$ cat config.mk
export PLATFORM = sky130hd
export DESIGN_NAME = ov7670_pattern_tx
export DESIGN_NICKNAME = d
export VERILOG_FILES = /design/src/rtl/ov7670_pattern_tx.sv
export SDC_FILE = /design/constraint.sdc
export NUM_CORES = 1
export LEC_CHECK = 0
export ABC_AREA = 0
export CAP_MARGIN = 40
export CORE_MARGIN = 8
export CORE_UTILIZATION = 35
export CTS_BUF_LIST = sky130_fd_sc_hd__clkbuf_8
export DETAILED_ROUTE_END_ITERATION = 10
export GPL_ROUTABILITY_DRIVEN = 0
export HOLD_SLACK_MARGIN = 0.15
export PLACE_DENSITY = 0.56
export SETUP_SLACK_MARGIN = 0.5
export SYNTH_ARGS = -nofsm -noshare
export SYNTH_HDL_FRONTEND = slang
export SYNTH_SLANG_ARGS = --single-unit
$ cat constraint.sdc
create_clock -name clk -period 4.25 [get_ports clk]
set_input_delay 0.85 -clock clk [delete_from_list [all_inputs] [get_ports clk]]
set_output_delay 0.85 -clock clk [all_outputs]
set_load 0.02 [all_outputs]
$ cat src/rtl/ov7670_pattern_tx.sv
// OV7670-style parallel pixel source: pclk/vsync/href plus RGB565 test patterns,
// two bytes per pixel, high byte first. All timing advances on pclk falling edges.
module ov7670_pattern_tx #(
    parameter int H_ACTIVE    = 320,
    parameter int H_BLANK     = 144,
    parameter int V_ACTIVE    = 240,
    parameter int VSYNC_LINES = 3,
    parameter int V_BACK      = 17,
    parameter int V_FRONT     = 10
) (
    input  logic        clk,
    input  logic        reset,
    input  logic        enable,
    input  logic [1:0]  mode,
    output logic        pclk,
    output logic        vsync,
    output logic        href,
    output logic [7:0]  d,
    output logic        frame_done,
    output logic [15:0] frame_count,
    output logic        busy
);
    localparam int LINE = 2*H_ACTIVE + H_BLANK;
    localparam int HW   = $clog2(LINE);
    localparam int VM1  = (VSYNC_LINES > V_BACK) ? VSYNC_LINES : V_BACK;
    localparam int VM2  = (V_ACTIVE > V_FRONT) ? V_ACTIVE : V_FRONT;
    localparam int VMAX = (VM1 > VM2) ? VM1 : VM2;
    localparam int LW   = $clog2(VMAX + 1);

    localparam logic [HW-1:0] H_LAST     = HW'(LINE - 1);
    localparam logic [HW-1:0] H_ACT2     = HW'(2*H_ACTIVE);
    localparam logic [HW-1:0] H_ACT_LAST = HW'(2*H_ACTIVE - 1);
    localparam logic [LW-1:0] L_VS       = LW'(VSYNC_LINES - 1);
    localparam logic [LW-1:0] L_VB       = LW'(V_BACK - 1);
    localparam logic [LW-1:0] L_VA       = LW'(V_ACTIVE - 1);
    localparam logic [LW-1:0] L_VF       = LW'(V_FRONT - 1);
    localparam logic [15:0]   BAR_LAST   = 16'(H_ACTIVE/8 - 1);

    typedef enum logic [2:0] {IDLE, VSYNC, VBACK, ACTIVE, VFRONT} state_t;

    state_t        state, nxt_state;
    logic [HW-1:0] h, nxt_h;
    logic [LW-1:0] ln, nxt_ln, ln_last;
    logic          line_end, frame_end, frame_start, nxt_act;
    logic [1:0]    mode_q;
    logic [7:0]    x;
    logic [3:0]    y;
    logic [2:0]    bar;
    logic [15:0]   bar_cnt, addr, pix_w;
    logic [7:0]    pix_lo;

    always_comb begin
        case (state)
            VSYNC:   ln_last = L_VS;
            VBACK:   ln_last = L_VB;
            ACTIVE:  ln_last = L_VA;
            VFRONT:  ln_last = L_VF;
            default: ln_last = '0;
        endcase
    end

    // Position of the slot that the next slot edge will present.
    always_comb begin
        line_end  = (h == H_LAST);
        nxt_state = state;
        nxt_h     = h + 1'b1;
        nxt_ln    = ln;
        frame_end = 1'b0;
        if (state == IDLE) begin
            nxt_h = '0;
            if (enable) nxt_state = VSYNC;
        end else if (line_end) begin
            nxt_h  = '0;
            nxt_ln = ln + 1'b1;
            if (ln == ln_last) begin
                nxt_ln = '0;
                case (state)
                    VSYNC:  nxt_state = VBACK;
                    VBACK:  nxt_state = ACTIVE;
                    ACTIVE: nxt_state = VFRONT;
                    default: begin
                        frame_end = 1'b1;
                        nxt_state = enable ? VSYNC : IDLE;
                    end
                endcase
            end
        end
        frame_start = (nxt_state == VSYNC) && ((state == IDLE) || frame_end);
        nxt_act     = (nxt_state == ACTIVE) && (nxt_h < H_ACT2);
    end

    always_comb begin
        case (mode_q)
            2'd0: begin
                case (bar)
                    3'd0:    pix_w = 16'hFFFF;
                    3'd1:    pix_w = 16'hFFE0;
                    3'd2:    pix_w = 16'h07FF;
                    3'd3:    pix_w = 16'h07E0;
                    3'd4:    pix_w = 16'hF81F;
                    3'd5:    pix_w = 16'hF800;
                    3'd6:    pix_w = 16'h001F;
                    default: pix_w = 16'h0000;
                endcase
            end
            2'd1:    pix_w = {x[7:3], x[7:2], x[7:3]};
            2'd2:    pix_w = (x[3] ^ y[3]) ? 16'hFFFF : 16'h0000;
            default: pix_w = addr;
        endcase
    end

    always_ff @(posedge clk or posedge reset) begin
        if (reset) begin
            pclk        <= 1'b0;
            vsync       <= 1'b0;
            href        <= 1'b0;
            d           <= '0;
            frame_done  <= 1'b0;
            frame_count <= '0;
            busy        <= 1'b0;
            state       <= IDLE;
            h           <= '0;
            ln          <= '0;
            mode_q      <= '0;
            x           <= '0;
            y           <= '0;
            bar         <= '0;
            bar_cnt     <= '0;
            addr        <= '0;
            pix_lo      <= '0;
        end else begin
            pclk       <= ~pclk;
            frame_done <= 1'b0;
            if (pclk) begin
                state <= nxt_state;
                h     <= nxt_h;
                ln    <= nxt_ln;
                vsync <= (nxt_state == VSYNC);
                href  <= nxt_act;
                busy  <= (nxt_state != IDLE);
                d     <= '0;
                if (frame_end) begin
                    frame_done  <= 1'b1;
                    frame_count <= frame_count + 16'd1;
                end
                if (frame_start) begin
                    mode_q <= mode;
                    y      <= '0;
                    addr   <= '0;
                end
                if (nxt_act) begin
                    if (!nxt_h[0]) begin
                        d      <= pix_w[15:8];
                        pix_lo <= pix_w[7:0];
                        x      <= x + 8'd1;
                        addr   <= addr + 16'd1;
                        if (bar_cnt == BAR_LAST) begin
                            bar_cnt <= '0;
                            bar     <= bar + 1'b1;
                        end else begin
                            bar_cnt <= bar_cnt + 16'd1;
                        end
                    end else begin
                        d <= pix_lo;
                    end
                end
                // Rewind the line generators while leaving the last active byte,
                // so the next line's first pixel never sees stale x/bar.
                if (state == ACTIVE && h == H_ACT_LAST) begin
                    x       <= '0;
                    bar     <= '0;
                    bar_cnt <= '0;
                    y       <= y + 4'd1;
                end
            end
        end
    end
endmodule
## Yosys cells after proc, flatten, opt, wreduce, memory -nomap -nowiden

Cells that the tools add are included.

| operators by class | value |
|---|---|
| equality and inequality tests | 19 |
| bitwise gates (word level) | 4 |
| muxes and demuxes | 37 |
| add/sub/neg operators | 8 |
| magnitude comparators | 1 |
| reduce and logical (&&, ||, !) cells | 19 |

Operator list:

| kind | count |
|---|---|
| $mux 16 | 8 |
| $pmux 16 s7 | 1 |
| $add 16x1->16 const B | 3 |
| $mux 8 | 6 |
| $pmux 16 s3 | 1 |
| $pmux 8 s4 | 1 |
| $mux 3 | 8 |
| $eq 10x10->1 const B | 2 |
| $mux 10 | 2 |
| $add 8x1->8 const B | 2 |
| $eq 16x6->1 const B | 1 |
| $eq 3x2->1 const B | 5 |
| $eq 3x3->1 const B | 4 |
| $add 10x1->10 const B | 1 |
| $lt 10x10->1 const B | 1 |
| $eq 3x1->1 const B | 3 |
| $pmux 3 s3 | 1 |
| $reduce_and 3->1 | 3 |
| $eq 8x8->1 | 1 |
| $mux 4 | 2 |
| $mux 1 | 7 |
| $logic_not 3->1 | 2 |
| $reduce_and 2->1 | 3 |
| $reduce_bool 2->1 | 3 |
| other kinds (13) | 17 |

| word-level totals | value |
|---|---|
| register bits | 107 |
| logic and storage cells | 105 |
| bits of input ports | 5 |

## Depth between registers and ports, before layout

Gate-level depths: netlist of the first run.

| logic depth | value |
|---|---|
| depth after elaboration | 11 |
| mapped depth | 11 |

## Least setup slack after synthesis of the first run

Ideal clock, no wire load.

| path | value |
|---|---|
| path kind | reg2reg |
| from | register h[0] |
| to | register addr[10] |
| setup time | 124 ps |
| data arrival time | 2583 ps |
| clock period less this slack | 2707 ps |
| setup slack | 1543 ps |
| path buffers | 2 |
| stages on the path, launching flop included | 11 |
| cell sequence | dfrtp_1 ha_1 nand4b_1 nor4_4 nand2_1 nor4_4 o21ai_4 and2_4 buf_6 buf_6 a211o_1 |

| between the ends | value |
|---|---|
| longest elaborated chain between the ends | 8 |
| elaborated cells on any way between the ends | 17 |
| those cells by class | add/sub (1); order compare (1); eq/ne (3); mux (9); reduce/logical (3) |

Ends and longest elaborated chain:

| item | RTL line | source |
|---|---|---|
| start, declared | 42 | `logic [HW-1:0] h, nxt_h;` |
| start signal, assigned | 136 | `h <= nxt_h;` |
| parallel branches: the longest is 7 deep, another holds $add 10x1->10 | -- |  |
| $mux 16 (*) | 151 | `if (nxt_act) begin` |
| end signal, assigned | 156 | `addr <= addr + 16'd1;` |
| end, declared | 49 | `logic [15:0] bar_cnt, addr, pix_w;` |

Mark *: on every way between the ends.
A chain may end at the register's enable or synchronous reset.

## Final worst setup path of the first run

| path | value |
|---|---|
| from | register state[2] |
| to | register addr[13] |

| between the ends | value |
|---|---|
| longest elaborated chain between the ends | 11 |
| elaborated cells on any way between the ends | 27 |
| those cells by class | order compare (1); eq/ne (7); mux (14); reduce/logical (5) |

Ends and longest elaborated chain:

| item | RTL line | source |
|---|---|---|
| start, declared | 41 | `state_t state, nxt_state;` |
| start signal, assigned | 135 | `state <= nxt_state;` |
| $eq 3x3->1, or another cell as far along | 53 | `case (state)` |
| $pmux 8 s4 or $reduce_or 3->1 (tied branches) | -- |  |
| $eq 8x8->1 or $mux 1 (tied branches) | 75, 77 |  |
| $mux 3 or $mux 1 (tied branches) | 75 | `if (ln == ln_last) begin` |
| $mux 3 or $mux 1 (tied branches) | 72 | `end else if (line_end) begin` |
| $mux 3 or $mux 1 (tied branches) | 69 | `if (state == IDLE) begin` |
| $eq 3x1->1 or $logic_or 1x1->1 (tied branches) | 88 | `frame_start = (nxt_state == VSYNC) && ((state == IDLE) \|\| frame_end);` |
| $logic_and 1x1->1 | 88 |  |
| $mux 16 | 146 | `if (frame_start) begin` |
| $mux 16 | 152 | `if (!nxt_h[0]) begin` |
| $mux 16 (*) | 151 |  |

Every way passes the cells marked *; elsewhere a longest branch is shown, timed or not.

==> reports/summary.txt, run 1 <==
Routed Antenna Nets -> 0
# H-tree levels -> 3
Worst Path Required -> 4.59 ns
Number of synthesized flops with an enable pin -> 0
Die area -> 0.0214 mm2
Part of the cycle the worst path needs -> 75.7%
Inserted Clock Buffers -> 9
Unrepaired setup endpoints after global routing -> no
FF-to-FF setup slack -> 1.03 ns
Largest delay share family, worst path -> compound AO/OA/AOI/OAI gates
Min Tclk post-route -> 3.22 ns
Synth Instances -> 658
Nets -> 702
Setup WS post-layout -> 1.03 ns
Syn nets -> 675
Synth async-reset ratio -> 100%
Critical path fanouts, max -> 22
PostCTS Resize Cnt -> 0
Max Buffers Root-to-Sink -> 2
Synth Warn # -> 0
First-pass GRT wire length -> 24100 um
Reg-to-Reg Start -> state[2]
CTS clk-pin slew, worst paths -> 0.11 ns
WL/cell -> 15.6 um
CP Capture Type -> flop
Post-DP HPWL -> 10000 um
Largest net degree at the start of global routing -> 55
Status -> finished, final reports clean
Compound-Gate Fraction of Synth Area -> 19.5%
Worst path bufs/invs -> 1
Reg-to-Reg End -> addr[13]
P_leak -> 0.00284 uW
Worst-Margin Slew -> 0.823 ns
Hold_sp -> frame_count[15]
Cell count along the critical path -> 8
Largest family of logic cells by synthesized area -> simple AND/OR/NAND/NOR gates
Reg2reg path depth -> 8
Setup_tns -> 0 ns
Sequential element share of the synthesized area -> 45.0%
Min-Delay Path Class -> reg -> reg
Critical Path AT -> 3.56 ns
Via count -> 5046
Power density cells -> 248 mW/mm2
Final hold vios -> 0
Final core utilization -> 40.4%
Max_cap viols -> 0
Mapped Area -> 0.00595 mm2
Fraction of the mapped netlist area in simple logic gates -> 25.2%
Worst path max stage delay -> 0.68 ns
Placed Instances -> 894
Area added between synthesis and finish -> 12.6%
Pins Over Slew Limit -> 0
Worst VDD drop -> 0.132 mV
Crit path cell chain -> and4b_1 > or4_4 > o2111a_1 > a31oi_2 > o21a_1 > buf_4 > and3_1 > a211o_1
Share of cells above drive strength 1 -> 7.54%
Port bufs -> 33
Post-detailed-routing wire length -> 14200 um
Final setup fails -> 0
Worst skew pair latency -> 0.39 ns
Library cells used by synthesis -> 67
Core area -> 0.0166 mm2
Post-synthesis xor/xnor area fraction -> 2.80%
Hold EP -> frame_count[15]
Drt pass-1 iters -> 5
First DRT Iteration DRCs -> 476
Non-filler cells, final -> 910
Synth Area in Adders -> 2.52%
Number of global-route vias before repair -> 4689
Global route overflow -> 0
IO Count -> 34
Initial antenna violation count -> 0
Antenna diodes -> 0
Mean Syn Cell Area -> 9.05 um2
Setup WS pre-CTS -> 1.06 ns
Crit path kind -> reg -> reg
Post-synthesis mux area share -> 1.47%
Fillers -> 1667
CTS root buf -> clkbuf_8
CP Launch Type -> flop
Relative slew slack -> 44.4%
CTS tree -> built
Residual DRC -> 0
CP max-delay cell -> o21a_1
Initial Util -> 35.9%
FP Rows -> 47
CTS Hold Buffers Added -> 0
Vias per inst -> 5.55
Total setup buffers inserted after CTS -> 0
Worst Hold Depth -> 1
Fmax achieved -> 311 MHz
Clock Sinks -> 107
Synthesis-stage register bit count -> 107
Die Y -> 146 um
Dominant synthesized flop cell -> dfrtp_1
Tot GR Track Use -> 13.4%
DIE WIDTH -> 146 um
Setup Skew -> 0.00722 ns
## cells in the final DEF, fill, tap and decap left out, types with 6 or more instances in the layout
cell type | Yosys | routed
nand3_1 | 36 | 36
or3_1 | 12 | 12
nand2b_1 | 10 | 10
and2_1 | 7 | 7
inv_1 | 19 | 18
nor2_1 | 58 | 58
a21oi_1 | 28 | 28
nor3_1 | 19 | 19
and3_1 | 28 | 28
o21ai_0 | 70 | 70
buf_4 | 0 | 12
nand2_1 | 70 | 70
xnor2_1 | 8 | 8
o22ai_1 | 6 | 6
mux2_2 | 6 | 6
a211o_1 | 7 | 7
o2bb2ai_1 | 11 | 11
nand4_1 | 8 | 8
clkbuf_8 | 0 | 10
xor2_1 | 11 | 11
nor2b_1 | 7 | 7
o31ai_1 | 14 | 14
clkdlybuf4s50_1 | 0 | 33
dfrtp_1 | 107 | 107
ha_1 | 12 | 12
## where the power goes
group	switching (uW)	internal [uW]	total, uW
logic	21.5	4.97	26.4
clock network	386	236	621
registers	0	1020	1020
total	407	1260	1670
## flip-flops by register name, indices dropped and copies added, names as in the netlist
signal	cells
y	4
h	10
bar_cnt	16
frame_count	16
d	8
pclk	1
x	8
state	3
href	1
frame_done	1
busy	1
vsync	1
addr	16
mode_q	2
ln	8
pix_lo	8
bar	3
## how the worst max path moves through the flow
stage / start / endpoint / slack [ns]
finish: state[2] / addr[13] / 1.03
detailed placement: state[2] / x[7] / 1.06
CTS: state[2] / x[7] / 1.04
global placement: state[2] / addr[12] / 1.16
global route: state[2] / addr[13] / 0.82
floorplan: reset / addr[0] / 0.58
## synth_stat cells (5+ instances only)
cell type	n	share of area, %
dfrtp_1	107	45
nand2_1	70	4.4
o21ai_0	70	5.9
nor2_1	58	3.7
nand3_1	36	3.0
a21oi_1	28	2.4
and3_1	28	2.9
inv_1	19	1.2
nor3_1	19	1.6
clkbuf_1	16	1.0
o31ai_1	14	1.8
ha_1	12	2.5
or3_1	12	1.3
o2bb2ai_1	11	1.6
xor2_1	11	1.6
nand2b_1	10	1.1
buf_2	9	0.76
nand4_1	8	0.84
xnor2_1	8	1.2
a211o_1	7	1.0
and2_1	7	0.74
nor2b_1	7	0.74
mux2_2	6	1.1
o22ai_1	6	0.63
a211oi_1	5	0.63
a221o_1	5	0.84
nor4_1	5	0.53
or4_1	5	0.63
## area by class of cell
class	count	area, um2	area share (%)
multi-input combinational	503	3070	45.8
sequential	107	2680	40.0
timing repair buffer	45	420	6.27
tap	220	275	4.11
clock buffer	10	138	2.05
inverter	19	73.8	1.10
clock inverter	6	48.8	0.728
## per-stage QoR
step	hold WS [ns]	total power, uW	cell area (um2)
after floorplan	0.450	1050	5950
after global placement	0.463	1070	6500
after detailed placement	0.462	1070	6520
after CTS	0.481	1700	6700
after global routing	0.500	1730	6700
final	0.474	1670	6700
## metal layers
layer	track usage, %	part of all wire, %
met1	18.7	49
met2	20.8	46
met4	4.17	1.3
met3	2.35	4.1
met5	0	0
## cells by family (layout without fill, tap and decap cells)
family                   count (synthesis)  count (layout)
AND/OR/NAND/NOR                        289             289
adder cells (fa/ha/maj)                 12              12
buffers and inverters                   48              80
AO/OA/AOI/OAI                          175             175
multiplexers                             8               8
flip-flops                             107             107
XOR/XNOR                                19              19
(Power assumes the default switching activity.)
==> run 2, diff against run 1 <==
PLACE_DENSITY = 0.57   (was 0.56)
clock period = 2.8 ns   (was 4.25 ns; I/O delays follow)
==> reports/summary.txt, run 2 (same netlist as run 1, synthesis figures left out) <==
Crit path cell chain -> and4b_1 > or4_4 > o2111a_2 > and4_4 > buf_6 > o21a_4 > buf_12 > and3_1 > a221o_1
Seq pwr share -> 59.8% (-1.3 points)
Worst-Margin Slew -> 0.558 ns (-0.265 ns)
Setup Skew -> 0.0145 ns (+0.00728 ns)
Core area -> 0.0166 mm2 (unchanged)
Most frequent cells in the layout -> dfrtp_1, nand2_1, buf_4, nor2_1
CP Capture Type -> flop
Tot GR Track Use -> 15.7% (+2.3 points)
Int Pwr -> 1970 uW (+57%)
CTS root buf -> clkbuf_8
CTS clk-pin slew, worst paths -> 0.11 ns (about the same)
Routed Antenna Nets -> 0 (unchanged)
WL/cell -> 17.3 um (+11%)
Share of cells above drive strength 1 -> 31.1% (+24 points)
Die area -> 0.0214 mm2 (unchanged)
Max_cap viols -> 0 (unchanged)
Unrepaired setup endpoints after global routing -> yes
Residual DRC -> 0 (unchanged)
Top flop regs -> addr x16, bar_cnt x16, frame_count x16
Pins Over Slew Limit -> 0 (unchanged)
Worst VDD drop -> 0.192 mV (+46%)
CP max-delay cell -> or4_4
First-pass GRT wire length -> 28200 um (+17%)
Fin area -> 0.00814 mm2 (+21%)
CP endpoint -> addr[5]
Crit path kind -> reg -> reg
Status -> finished, final reports clean
Reg2reg path depth -> 9 (+1)
# H-tree levels -> 3 (unchanged)
Worst Path Required -> 3.08 ns (-1.51 ns)
NetSw -> 611 uW (+50%)
Setup crit start -> state[2]
Worst Hold Depth -> 1 (unchanged)
Area added between synthesis and finish -> 36.7%
Nets -> 780 (+11%)
Post-DP HPWL -> 10800 um (+7.5%)
FF-to-FF setup slack -> 0.25 ns (-0.79 ns)
Worst skew pair latency -> 0.39 ns (about the same)
Power density cells -> 317 mW/mm2 (+28%)
Clock Sinks -> 107 (unchanged)
CTS tree -> built
First DRT Iteration DRCs -> 463 (-2.7%)
Port bufs -> 33 (unchanged)
Relative slew slack -> 62.8% (+18 points)
Antenna diodes -> 0 (unchanged)
Cell area after placement -> 0.00676 mm2 (+3.8%)
Initial antenna violation count -> 0 (unchanged)
Fmax achieved -> 391 MHz (+26%)
Min-Delay Path Class -> reg -> reg
Register area -> 0.00269 mm2 (+0.37%)
Reg-to-Reg End -> addr[5]
Final hold vios -> 0 (unchanged)
Min Tclk post-route -> 2.55 ns (-0.664 ns)
Initial Util -> 35.9% (unchanged)
Final setup fails -> 0 (unchanged)
Clk pwr share -> 38.6% (+1.3 points)
Reg-to-Reg Start -> state[2]
Via count -> 5537 (+9.7%)
Hold_sp -> frame_count[15]
Fillers -> 1526 (-8.5%)
P_leak -> 0.00344 uW (+21%)
Setup_tns -> 0 ns (unchanged)
FP Rows -> 47 (unchanged)
Critical path fanouts, max -> 13 (-41%)
Number of global-route vias before repair -> 5425 (+16%)
Global route overflow -> 0 (unchanged)
DIE WIDTH -> 146 um (unchanged)
Most common cell after layout, fill and taps aside -> dfrtp_1
CP Launch Type -> flop
Net Sw Frac -> 23.7% (-0.79 points)
Largest net degree at the start of global routing -> 76 (+38%)
Multi-input gate area -> 0.00367 mm2 (+20%)
Logic gate share of total power -> 1.7% (about the same)
Vias per inst -> 5.60 (+1.1%)
Part of the cycle the worst path needs -> 91.2% (+16 points)
Post-detailed-routing wire length -> 17100 um (+20%)
IO Count -> 34 (unchanged)
Max Buffers Root-to-Sink -> 2 (unchanged)
Die Y -> 146 um (unchanged)
Drt pass-1 iters -> 5 (unchanged)
Worst path max stage delay -> 0.48 ns (-0.20 ns)
Critical Path AT -> 2.84 ns (-0.72 ns)
Inserted Clock Buffers -> 9 (unchanged)
run 2: cell types whose count changed in the layout (fill, tap and decap cells not counted), sizes merged:
cell / change
buf: +75
and2: +1
clkinvlp: +2
clkbuf: +1
dlygate4sd2: +1
inv: -1
clkdlybuf4s50: -1
clkinv: -1
bufinv: +1
run 2: power by group through the flow:
stage / Clock (uW) / Combinational [uW] / Sequential (uW)
3_5_place_dp: 0 / 46.3 / 1570
4_1_cts: 1030 / 46.2 / 1540
5_1_grt: 1090 / 51.5 / 1540
2_1_floorplan: 0 / 24.0 / 1570
3_3_place_gp: 0 / 45.9 / 1570
6_report: 996 / 43.1 / 1540
run 2: how the worst min path moves through the flow:
stage,endpoint,slack [ns]
2_1_floorplan,pix_lo[0],0.45
3_3_place_gp,frame_count[15],0.46
3_5_place_dp,frame_count[15],0.47
6_report,frame_count[15],0.47
4_1_cts,frame_count[15],0.48
5_1_grt,frame_count[15],0.50
run 2: repair_timing:
action,in CTS,in global routing
pin swaps,54,37
setup endpoints to repair,91,98
gates cloned,7,3
gates resized for setup,135,86
setup buffers,34,7
hold buffers,0,0
run 2: cell type report:
| type | instances | area share, % |
|---|---|---|
| flip-flops and latches | 107 | 33.0 |
| multi-input cells | 504 | 45.1 |
| clock inverters | 7 | 0.923 |
| inverters | 19 | 0.923 |
| repair buffers | 122 | 15.1 |
| clock buffers | 9 | 1.52 |
| well taps | 220 | 3.38 |
run 2: layer usage:
layer	track usage, %	vias up	share of wire [%]
met5	0	-	0
met2	25.9	136	49
met1	20.5	2768	45
met3	2.35	27	3.6
li1	-	2606	-
met4	6.13	0	1.9
run 2: worst max-delay path: cells and delay by family (launching register included):
family	cells	cell delay, ns
buffers and inverters	2	0.27
AO/OA/AOI/OAI	3	0.67
AND/OR/NAND/NOR	4	1.05
flip-flops	1	0.44
run 2: metrics by stage:
stage	setup slack (ns)	util [%]	hold slack [ns]	cells	power [uW]
finish	0.245	49.1	0.472	988	2580
global route	0.184	49.1	0.504	988	2690
CTS	0.265	46.7	0.479	978	2620
detailed placement	0.0278	40.8	0.465	921	1620
global placement	0.134	40.7	0.464	920	1620
floorplan	0.111	-	0.450	658	1600
==> run 3, diff against run 2 <==
CAP_MARGIN = 10   (was 40)
CTS_BUF_LIST = unset   (was sky130_fd_sc_hd__clkbuf_8)
==> reports/summary.txt, run 3 (same netlist as run 1, synthesis figures left out) <==
Antenna diodes -> 0 (unchanged)
CP Capture Type -> flop
Min Tclk post-route -> 2.58 ns (+0.0285 ns)
Worst-Margin Slew -> 0.567 ns (+0.00887 ns)
FP Rows -> 47 (unchanged)
Met2 WL post-DR -> 8590 um (+2.4%)
Top flop regs -> addr x16, bar_cnt x16, frame_count x16
Die area -> 0.0214 mm2 (unchanged)
CTS clk-pin slew, worst paths -> 0.08 ns (-0.03 ns)
Min-Delay Path Class -> reg -> reg
Initial antenna violation count -> 0 (unchanged)
Worst skew pair latency -> 0.36 ns (-0.03 ns)
IO Count -> 34 (unchanged)
Area added between synthesis and finish -> 40.0%
Reg-to-Reg End -> addr[5]
Reg-to-Reg Start -> ln[7]
Largest net degree at the start of global routing -> 76 (unchanged)
Fmax achieved -> 387 MHz (-1.1%)
Hold EP -> frame_count[15]
Drt pass-1 iters -> 5 (unchanged)
Placed Instances -> 920 (-0.11%)
DIE WIDTH -> 146 um (unchanged)
Hold_sp -> frame_count[15]
Most common cell after layout, fill and taps aside -> dfrtp_1
CTS root buf -> clkbuf_16
Critical path fanouts, max -> 8 (-5)
Met1 WL -> 7540 um (-2.7%)
Status -> finished, final reports clean
Routed wire length on met3 -> 728 um (+20%)
WL/cell -> 17.3 um (+0.12%)
Vias per inst -> 5.62 (+0.31%)
Global route overflow -> 0 (unchanged)
First DRT Iteration DRCs -> 414 (-11%)
Crit path kind -> reg -> reg
Tot GR Track Use -> 15.3% (-0.42 points)
FF-to-FF setup slack -> 0.22 ns (-0.03 ns)
Worst Path Required -> 3.04 ns (-0.04 ns)
First-pass GRT wire length -> 27300 um (-3.1%)
Via count -> 5599 (+1.1%)
Residual DRC -> 0 (unchanged)
Share of cells above drive strength 1 -> 29.1% (-2.0 points)
Max_cap viols -> 0 (unchanged)
Worst VDD drop -> 0.296 mV (+54%)
Non-filler cells, final -> 996 (+0.81%)
Nets -> 788 (+1.0%)
CTS tree -> built
Setup Skew -> 0.0112 ns (-0.00330 ns)
# H-tree levels -> 3 (unchanged)
Initial Util -> 35.9% (unchanged)
Number of global-route vias before repair -> 5367 (-1.1%)
Final hold vios -> 0 (unchanged)
Die Y -> 146 um (unchanged)
CP Launch Type -> flop
Final setup fails -> 0 (unchanged)
Relative slew slack -> 62.2% (-0.59 points)
Reg2reg path depth -> 8 (-1)
Worst Hold Depth -> 1 (unchanged)
Routed Antenna Nets -> 0 (unchanged)
Critical Path AT -> 2.83 ns (about the same)
Power density cells -> 363 mW/mm2 (+14%)
Most frequent cells in the layout -> dfrtp_1, nand2_1, buf_4, nor2_1, o21ai_0
Post-detailed-routing wire length -> 17200 um (+0.93%)
Clock Sinks -> 107 (unchanged)
Inserted Clock Buffers -> 9 (unchanged)
Unrepaired setup endpoints after global routing -> yes
P_leak -> 0.00359 uW (+4.3%)
Max layer used -> met4
Post-DP HPWL -> 10700 um (-0.99%)
Max Buffers Root-to-Sink -> 2 (unchanged)
Part of the cycle the worst path needs -> 92.3% (+1.0 points)
Port bufs -> 33 (unchanged)
Core area -> 0.0166 mm2 (unchanged)
Pins Over Slew Limit -> 0 (unchanged)
Setup_tns -> 0 ns (unchanged)
==> run 3: changes by cell type in the layout (fill, tap and decap cells not counted), moves of 4 or more <==
cell / change
a21oi_1: +4
buf_12: +6
clkbuf_16: +9
clkbuf_8: -8
nand2_1: +5
nand2_4: -4
nor2_2: -4
o21ai_0: +5
==> run 3: area by class of cell <==
| cell class | count | area, um2 |
|---|---|---|
| fill | 1470 | 8250 |
| clock buffer | 10 | 239 |
| tap | 220 | 275 |
| multi-input combinational | 504 | 3600 |
| timing repair buffer | 130 | 1360 |
| sequential | 107 | 2690 |
| clock inverter | 6 | 95.1 |
| inverter | 19 | 75.1 |
==> run 3: layer usage <==
metal  up-vias  global-route usage, %
li1       2626                      -
met1      2780                   19.5
met2       164                   25.5
met3        29                   2.32
met4         0                   6.29
met5         -                      0
==> run 3: worst max-delay path by stage <==
| stage | from | to | slack (ns) | depth (start not counted) |
|---|---|---|---|---|
| CTS | state[2] | addr[15] | 0.28 | 10 |
| detailed placement | state[2] | bar_cnt[8] | 0.04 | 9 |
| global placement | state[2] | bar_cnt[8] | 0.13 | 9 |
| finish | ln[7] | addr[5] | 0.22 | 8 |
| floorplan | h[0] | addr[10] | 0.11 | 10 |
| global route | state[2] | pix_lo[4] | 0.14 | 10 |
==> run 3: worst max-delay path: stages, from the launching register on <==
cell      delay [ns]
dfrtp_1         0.42
or4_4           0.56
a21oi_4         0.14
o2111a_2        0.25
and4_4          0.28
buf_12          0.12
o21ai_4         0.11
and2_4          0.21
a221o_1         0.36
==> run 3: per-stage QoR <==
step	util, %	power, uW	hold WS (ns)	worst slack (ns)	area (um2)
6_report	50.2	3020	0.468	0.217	8330
5_1_grt	50.2	3120	0.499	0.142	8330
4_1_cts	47.1	3060	0.476	0.283	7810
3_5_place_dp	40.7	1620	0.466	0.0392	6750
3_3_place_gp	40.7	1620	0.464	0.134	6750
2_1_floorplan	-	1600	0.450	0.111	5980
==> run 3: power by group <==
group / switching, uW / internal (uW) / leakage, uW
clock: 616 / 819 / 0.000157
sequential: 0 / 1540 / 0.00144
combinational: 33.2 / 9.62 / 0.00199
total: 649 / 2370 / 0.00359
==> run 3: what timing repair did <==
item / CTS / global route
hold buffers: 0 / 0
pin swaps: 37 / 44
setup buffers: 39 / 12
setup endpoints to repair: 92 / 92
gates resized for setup: 89 / 106
gates cloned: 6 / 3
